[src/rtl/seq_divider_pkg.sv]
// Shared definitions for the iterative restoring divider: FSM encoding,
// default operand width and the divide-by-zero quotient pattern.
package seq_divider_pkg;

    localparam int DEFAULT_WIDTH = 8;

    typedef enum logic [1:0] {
        ST_IDLE = 2'd0,
        ST_CALC = 2'd1,
        ST_DONE = 2'd2
    } state_t;

    // Wide enough for any practical WIDTH; users slice off the low bits.
    localparam logic [63:0] DBZ_QUOTIENT = '1;

endpackage

[src/rtl/seq_divider_sub_stage.sv]
// One trial-subtract step of the divider: diff = a - b at WIDTH+1 bits,
// built as a + ~b + 1 on a ripple chain of full-adder cells.
module full_adder (
    input  logic a,
    input  logic b,
    input  logic cin,
    output logic sum,
    output logic cout
);
    assign sum  = a ^ b ^ cin;
    assign cout = (a & b) | (a & cin) | (b & cin);
endmodule

module sub_stage #(
    parameter int WIDTH = 8
) (
    input  logic [WIDTH:0] a,
    input  logic [WIDTH:0] b,
    output logic [WIDTH:0] diff,
    output logic           borrow
);
    logic [WIDTH+1:0] carry;
    logic [WIDTH:0]   b_inv;

    assign b_inv    = ~b;
    assign carry[0] = 1'b1;

    for (genvar i = 0; i <= WIDTH; i++) begin : g_fa
        full_adder u_fa (
            .a   (a[i]),
            .b   (b_inv[i]),
            .cin (carry[i]),
            .sum (diff[i]),
            .cout(carry[i+1])
        );
    end

    // A missing carry-out of a + ~b + 1 means b > a.
    assign borrow = ~carry[WIDTH+1];
endmodule

[src/rtl/seq_divider.sv]
// Iterative unsigned restoring divider: one shift-and-subtract step per clock,
// start/done handshake, results held until the next accepted start.
module seq_divider
    import seq_divider_pkg::*;
#(
    parameter int WIDTH = DEFAULT_WIDTH
) (
    input  logic                     clk,
    input  logic                     rst,
    input  logic                     start,
    input  logic [WIDTH-1:0]         dividend,
    input  logic [WIDTH-1:0]         divisor,
    output logic                     busy,
    output logic                     done,
    output logic [WIDTH-1:0]         quotient,
    output logic [WIDTH-1:0]         remainder,
    output logic                     div_by_zero,
    output state_t                   state,
    output logic [$clog2(WIDTH):0]   iter_count
);
    // Handshake: start is a request sampled only in IDLE or DONE; an accepted
    // start captures the operands, busy covers the CALC cycles, and done pulses
    // for one cycle when quotient/remainder/div_by_zero become valid.

    localparam int CW = $clog2(WIDTH) + 1;
    localparam logic [CW-1:0] LAST = CW'(WIDTH - 1);

    state_t           state_q, next_state;
    logic [WIDTH-1:0] r_q, q_q, divisor_q;
    logic [CW-1:0]    count_q;
    logic [WIDTH:0]   r_sh, trial;
    logic             sub_borrow, no_borrow;
    logic [WIDTH-1:0] r_next, q_next;
    logic             accept, last_iter;

    // R stays below the divisor between iterations, so its top bit is only
    // ever needed in the shifted value fed to the trial subtract.
    assign r_sh = {r_q, q_q[WIDTH-1]};

    sub_stage #(.WIDTH(WIDTH)) u_sub (
        .a     (r_sh),
        .b     ({1'b0, divisor_q}),
        .diff  (trial),
        .borrow(sub_borrow)
    );

    // Carry-out and trial sign agree whenever R < 2*divisor; either flags underflow.
    assign no_borrow = ~sub_borrow & ~trial[WIDTH];
    assign r_next    = no_borrow ? trial[WIDTH-1:0] : r_sh[WIDTH-1:0];
    assign q_next    = {q_q[WIDTH-2:0], no_borrow};

    assign accept    = start && (state_q != ST_CALC);
    assign last_iter = (count_q == LAST);

    always_ff @(posedge clk) begin
        if (rst) state_q <= ST_IDLE;
        else     state_q <= next_state;
    end

    always_comb begin
        next_state = state_q;
        case (state_q)
            ST_IDLE, ST_DONE: begin
                if (start) next_state = (divisor == '0) ? ST_DONE : ST_CALC;
                else       next_state = ST_IDLE;
            end
            ST_CALC: begin
                if (last_iter) next_state = ST_DONE;
            end
            default: next_state = ST_IDLE;
        endcase
    end

    always_ff @(posedge clk) begin
        if (rst) begin
            r_q         <= '0;
            q_q         <= '0;
            divisor_q   <= '0;
            count_q     <= '0;
            quotient    <= '0;
            remainder   <= '0;
            div_by_zero <= 1'b0;
        end else if (accept) begin
            divisor_q   <= divisor;
            q_q         <= dividend;
            r_q         <= '0;
            count_q     <= '0;
            div_by_zero <= 1'b0;
            if (divisor == '0) begin
                quotient    <= DBZ_QUOTIENT[WIDTH-1:0];
                remainder   <= dividend;
                div_by_zero <= 1'b1;
            end
        end else if (state_q == ST_CALC) begin
            r_q     <= r_next;
            q_q     <= q_next;
            count_q <= count_q + 1'b1;
            if (last_iter) begin
                quotient  <= q_next;
                remainder <= r_next;
            end
        end
    end

    assign busy       = (state_q == ST_CALC);
    assign done       = (state_q == ST_DONE);
    assign state      = state_q;
    assign iter_count = count_q;

endmodule

[config.mk]
export PLATFORM = sky130hd
export DESIGN_NAME = seq_divider
export DESIGN_NICKNAME = d
export VERILOG_FILES = /design/src/rtl/seq_divider_pkg.sv /design/src/rtl/seq_divider_sub_stage.sv /design/src/rtl/seq_divider.sv
export SDC_FILE = /design/constraint.sdc
export NUM_CORES = 1
export LEC_CHECK = 0
export BUFFER_PORTS_ARGS = -buffer_cell sky130_fd_sc_hd__clkbuf_2
export CORE_ASPECT_RATIO = 1.2
export CORE_MARGIN = 10
export CORE_UTILIZATION = 55
export CTS_CLUSTER_DIAMETER = 80
export DETAILED_ROUTE_END_ITERATION = 10
export PLACE_DENSITY = 0.85
export SETUP_SLACK_MARGIN = 0.05
export SLEW_MARGIN = 30
export SYNTH_ARGS = -nofsm -noshare
export SYNTH_HDL_FRONTEND = slang
export SYNTH_SLANG_ARGS = --single-unit
[constraint.sdc]
create_clock -name clk -period 12.5 [get_ports clk]
set_input_delay 0.625 -clock clk [delete_from_list [all_inputs] [get_ports clk]]
set_output_delay 0.625 -clock clk [all_outputs]
set_load 0.03 [all_outputs]
---- Word level (Yosys, flattened, before mapping) ----
Cells that the tools add are included.
storage, ports and cells
  RAM bits ................................ 0
  register bits ........................... 47
  bits in latches ......................... 0
  memories ................................ 0
  output and inout bits ................... 25
  memory bits (read-only) ................. 0
operators by class
  $add $sub $neg .......................... 1
  eq/ne operators ......................... 6
  $mul .................................... 0
  bitwise logic cells ..................... 64
  reduce and logical (&&, ||, !) cells .... 8
  magnitude comparators ................... 0
  mux-type cells .......................... 16
  shift operators ......................... 0
  div/mod/pow operators ................... 0
operators by type and width
  kind                   count
  $mux W8                11
  $and A1 B1 Y1          26
  $or A1 B1 Y1           18
  $xor A1 B1 Y1          17
  $not A8 Y9             1
  $logic_not A8 Y1       1
  $mux W2                3
  $ne A2 B1 Y1 const B   3
  $add A4 B1 Y4 const B  1
  $eq A4 B3 Y1 const B   1
  $pmux W2 S2            1
  $reduce_bool A2 Y1     2
  $reduce_or A2 Y1       2
  $reduce_and A3 Y1      1
  $eq A2 B1 Y1 const B   1
  $eq A2 B2 Y1 const B   1
  $logic_not A2 Y1       1
  $not A1 Y1             2
  $logic_and A1 B1 Y1    1
  $mux W1                1

---- Longest topological paths before layout ----
  depth in word-level cells ............... 33
  depth in mapped cells ................... 13
  gate-level depth less buffers ........... 13

---- Modules after synthesis ----
From an unflattened synthesis, not the netlist that was laid out.
second synthesis, totals
  cell total of the unflattened synthesis .. 245
  area total of the unflattened synthesis .. 2245.9 um^2
modules (own cells, without submodules)
  module       cells an instance  area each (um^2)  times used  seq. area each (um^2)
  seq_divider  225                2024.4            1           940.9
  full_adder   1                  20.0              9           0.0
  sub_stage    11                 41.3              1           0.0

---- Worst setup path before layout ----
OpenSTA, ideal clock, no wires.
  kind .................................... register -> register
  from .................................... register q_q[7]
  to ...................................... register remainder[2]
  stages on the path, launching flop included .. 14
  data arrival time ....................... 4467 ps
  data required time ...................... 12412 ps
  clock period less this slack ............ 4555 ps
  slack ................................... 7945 ps
  path buffers ............................ 0
  cells stage by stage .................... dfxtp_1 inv_1 ha_1 fa_1 fa_1 fa_1 fa_1 fa_1 fa_1 fa_1 xnor2_2 mux2i_1 nor2_1 nor4_2
on the way
  cells in the longest elaborated chain, start to end .. 32
  elaborated cells between the ends (all ways) .. 43
RTL lines
  item                           RTL line                     source
  start: declaration             seq_divider.sv:29            logic [WIDTH-1:0] r_q, q_q, divisor_q;
  start signal: assignment       seq_divider.sv:85            q_q <= dividend;
  start signal: assignment       seq_divider.sv:96            q_q <= q_next;
  $and A1 B1 Y1                  seq_divider_sub_stage.sv:11  assign cout = (a & b) | (a & cin) | (b & cin);
  $or A1 B1 Y1 (*) (2 in a row)  seq_divider_sub_stage.sv:11
  $and A1 B1 Y1                  seq_divider_sub_stage.sv:11
  $or A1 B1 Y1                   seq_divider_sub_stage.sv:11
  $or A1 B1 Y1 (*)               seq_divider_sub_stage.sv:11
  $and A1 B1 Y1                  seq_divider_sub_stage.sv:11
  $or A1 B1 Y1 (2 in a row)      seq_divider_sub_stage.sv:11
  $and A1 B1 Y1                  seq_divider_sub_stage.sv:11
  [12 not listed]                --
  $or A1 B1 Y1 (2 in a row)      seq_divider_sub_stage.sv:11
  $and A1 B1 Y1                  seq_divider_sub_stage.sv:11
  $or A1 B1 Y1 (2 in a row)      seq_divider_sub_stage.sv:11
  $and A1 B1 Y1                  seq_divider.sv:48            assign no_borrow = ~sub_borrow & ~trial[WIDTH];
  $mux W8 (*)                    seq_divider.sv:49            assign r_next = no_borrow ? trial[WIDTH-1:0] : r_sh[WIDTH-1:0];
  $mux W8 (*)                    seq_divider.sv:98            if (last_iter) begin
  $mux W8 (*)                    seq_divider.sv:94            end else if (state_q == ST_CALC) begin
  $mux W8 (*)                    seq_divider.sv:83            end else if (accept) begin
  end signal: assignment         seq_divider.sv:91            remainder <= dividend;
  end signal: assignment         seq_divider.sv:100           remainder <= r_next;
  end: declaration               seq_divider.sv:16            output logic [WIDTH-1:0] remainder,
Every way passes the cells marked *; elsewhere a longest branch is shown, timed or not. The select of a mux whose other input is x is not followed.
A chain may end at the register's enable or synchronous reset.

---- Worst setup path in the final report ----
  from .................................... register q_q[7]
  to ...................................... register remainder[3]
on the way
  cells in the longest elaborated chain, start to end .. 32
  elaborated cells between the ends (all ways) .. 43
RTL lines
  item                           RTL line
  $and A1 B1 Y1                  seq_divider_sub_stage.sv:11
  $or A1 B1 Y1 (*) (2 in a row)  seq_divider_sub_stage.sv:11
  $and A1 B1 Y1                  seq_divider_sub_stage.sv:11
  $or A1 B1 Y1                   seq_divider_sub_stage.sv:11
  $or A1 B1 Y1 (*)               seq_divider_sub_stage.sv:11
  $and A1 B1 Y1                  seq_divider_sub_stage.sv:11
  $or A1 B1 Y1                   seq_divider_sub_stage.sv:11
  $or A1 B1 Y1 (*)               seq_divider_sub_stage.sv:11
  [13 not listed]                --
  $or A1 B1 Y1 (2 in a row)      seq_divider_sub_stage.sv:11
  $and A1 B1 Y1                  seq_divider_sub_stage.sv:11
  $or A1 B1 Y1 (2 in a row)      seq_divider_sub_stage.sv:11
  $and A1 B1 Y1                  seq_divider.sv:48
  $mux W8 (*)                    seq_divider.sv:49
  $mux W8 (*)                    seq_divider.sv:98
  $mux W8 (*)                    seq_divider.sv:94
  $mux W8 (*)                    seq_divider.sv:83
Marks and branches as above.

==> out/qor.yml <==
run_status:
  outcome: "complete, no violations"
power:
  pwr-share-seq_pct: 52.5
  combPwrFrac_pct: 17.3
  switching_share_pct: 28.0
  finalPower_mw: 0.305
  p_switching_mw: 0.0855
  leakagePower_nw: 1.01
  peakVddDrop_uv: 54.7
  power_density_nw_per_um2: 122
  pwr-share-clk_pct: 30.2
  internal_power_mw: 0.220
drt:
  vias: 1874
  avgRoutedWirePerCell_um: 15.6
  first_pass_iters: 4
  wl_um: 5320
  drt-initial-drc-count: 145
  ant_nets: 0
  viasPerCell: 5.51
  route.detailed.drc: 0
clock_network:
  clk_pin_slew_ns: 0.08
  ctsHoldBuffers: 0
  h-tree-depth: 2
  post-cts-setup-buffers: 0
  clockBufferDepth: 2
  clk_latency_ns: 0.30
  cts-buffers-inserted: 5
  cts_resized: 0
  clockRootBuffer: "clkbuf_8"
  cts_tree: "yes"
  cts.sinks: 47
worst_setup_path:
  end_kind: "flop"
  crit_type: "flop to flop"
  r2r_slack_ns: 7.62
  reg2reg_depth: 13
  setup.worst_path.end: "remainder[3]"
  r2r_start: "q_q[7]"
  rr_endpoint: "remainder[3]"
  startpoint: "q_q[7]"
  cp-start-kind: "flop"
  critPathMaxFanout: 10
  critical_path_required_ns: 12.72
  cp.arrival_ns: 5.10
floorplan:
  placementRows: 25
  boundaryPins: 44
  die_y_um: 89.3
  core_area_um2: 3910
  die-area_um2: 6940
  die_x_um: 77.7
  start_util_pct: 56.3
synthesis:
  synth_compound_area_share_pct: 9.49
  yosys-top-cells-count: "nand2_1 (51), dfxtp_1 (47), nor2_1 (31), a21oi_1 (20), mux2i_1 (16)"
  yosys.area_share.simple_pct: 26.1
  ys_ff_latch: 47
  yosys_most_used_dff: "dfxtp_1"
  synth_top_cell_by_area: "dfxtp_1"
  ys_warn_count: 0
  netlist_instances: 250
  synth_cell_types: 34
  ys_top_cells_by_area: "dfxtp_1 (43%), nand2_1 (8.7%), mux2i_1 (7.3%), fa_1 (6.4%), nor2_1 (5.3%)"
  synthMuxAreaShare_pct: 7.28
  synth_fa_ha_area_share_pct: 7.50
  netlist.area_leader.share_pct: 42.8
  netlist_area_um2: 2200
  syn-num-nets: 278
  synthXorXnorAreaFrac_pct: 1.93
  ys_seq_area_share_pct: 42.8
  avgSynthCellArea_um2: 8.80
  async_flop_share_pct: 0
  synth_top_family_by_area: "simple AND/OR/NAND/NOR gates"
  synth_edf_count: 0
  synth.most_common_cell: "nand2_1"
placement:
  hpwl_um: 3800
  port_buffers: 43
  gp_congestion: 0.806
  dp.cells: 333
run:
  drv_cap: 0
timing:
  setup_tns_ns: 0
  hold_viol_final: 0
  min_period_ns: 4.88
  grt_setup_unrepaired: "false"
  period_share_pct: 39.1
  fmax_mhz: 205
  fin_skew_ns: 0.00792
  final-setup-viol-count: 0
  worst_pin_slew_ns: 0.861
  slew_headroom_pct: 42.6
  finalMaxSlewViolations: 0
global_route:
  grt_pass1_wl_um: 9010
  grt.total_usage_pct: 16.1
  globalRouteOverflowTotal: 0
  grt_antenna_before_repair: 0
  grt_pass1_vias: 1905
  grt_start_max_net_pins: 37
layout:
  syn2layout_area_growth_pct: 13.6
  antenna_cells: 0
  fin_cells: 340
  nFillCells: 337
  drive_gt1_share_pct: 23.1
  fin_nets: 314
min_path:
  hold_class: "flop to flop"
  min-delay-start: "r_q[4]"
[registers in the layout, indices dropped and copies added (netlist names)]
name	flops
r_q	8
div_by_zero	1
q_q	8
iter_count	4
quotient	8
divisor_q	8
remainder	8
state	2
[layout make-up]
cell class	count	area [µm²]	area share, %
Clock buffer	6	82.6	3.30
Tap cell	54	67.6	2.70
Multi-Input combinational cell	179	1150	46.0
Inverter	10	37.5	1.50
Timing Repair Buffer	43	215	8.61
Clock inverter	1	5.00	0.200
Sequential cell	47	941	37.6
[power groups by stage]
stage | sequential [mW] | combinational, mW | clock (mW)
floorplan | 0.164 | 0.0391 | 0
global placement | 0.164 | 0.0503 | 0
detailed placement | 0.164 | 0.0522 | 0
CTS | 0.160 | 0.0530 | 0.0932
global route | 0.161 | 0.0590 | 0.100
finish | 0.160 | 0.0528 | 0.0922
[cell usage in the layout (no fill, tap or decap), types with 2 or more instances in the layout]
| cell | Yosys | final |
|---|---|---|
| nand2_1 | 51 | 51 |
| dfxtp_1 | 47 | 47 |
| clkbuf_2 | 0 | 43 |
| nor2_1 | 31 | 31 |
| a21oi_1 | 20 | 20 |
| mux2i_1 | 16 | 16 |
| nor3_1 | 9 | 9 |
| inv_1 | 8 | 8 |
| nor4_2 | 8 | 8 |
| a211oi_1 | 8 | 8 |
| a31oi_1 | 7 | 7 |
| fa_1 | 7 | 7 |
| clkbuf_8 | 0 | 6 |
| inv_2 | 2 | 2 |
| nor4_1 | 2 | 2 |
| nand4_1 | 2 | 2 |
| xor2_1 | 2 | 2 |
| ha_1 | 2 | 2 |
[worst max-delay path: stages, from the launching register on]
cell and delay, ns:
dfxtp_1 0.34, inv_1 0.05, ha_1 0.19, fa_1 0.41, fa_1 0.44, fa_1 0.45
fa_1 0.43, fa_1 0.42, fa_1 0.44, fa_1 0.44, xnor2_2 0.57, mux2i_1 0.31
nor2_1 0.09, nor4_2 0.22
[routing by layer]
layer / up-vias / wire length [µm] / share of wire [%] / global-route usage, %
met3: 11 / 278 / 5.2 / 4.33
met1: 898 / 2270 / 43 / 17.9
met2: 48 / 2660 / 50 / 28.8
met4: 0 / 107 / 2.0 / 6.48
li1: 917 / - / - / -
met5: - / 0 / 0 / 0
[worst min-delay path by stage]
stage	end	slack (ns)	cells past startpoint
2_1_floorplan	r_q[0]	0.44	2
3_3_place_gp	r_q[6]	0.44	2
3_5_place_dp	divisor_q[0]	0.46	2
4_1_cts	r_q[4]	0.47	2
5_1_grt	divisor_q[0]	0.48	2
6_report	r_q[4]	0.46	2
[cells by family after synthesis]
kind of cell             Yosys count
XOR/XNOR                           4
adder cells (fa/ha/maj)            9
AND/OR/NAND/NOR                  114
AO/OA/AOI/OAI                     36
buffers and inverters             24
multiplexers                      16
flip-flops                        47
[through the flow]
stage | util, % | cell area, µm² | hold slack, ns | worst slack (ns)
after CTS | 63.9 | 2500 | 0.467 | 7.59
after global routing | 63.9 | 2500 | 0.481 | 7.31
after floorplan | - | 2200 | 0.436 | 7.95
final | 63.9 | 2500 | 0.464 | 7.62
after detailed placement | 61.7 | 2410 | 0.456 | 7.64
after global placement | 61.7 | 2410 | 0.444 | 7.73
Note: power is estimated with default switching activity, not from simulation.
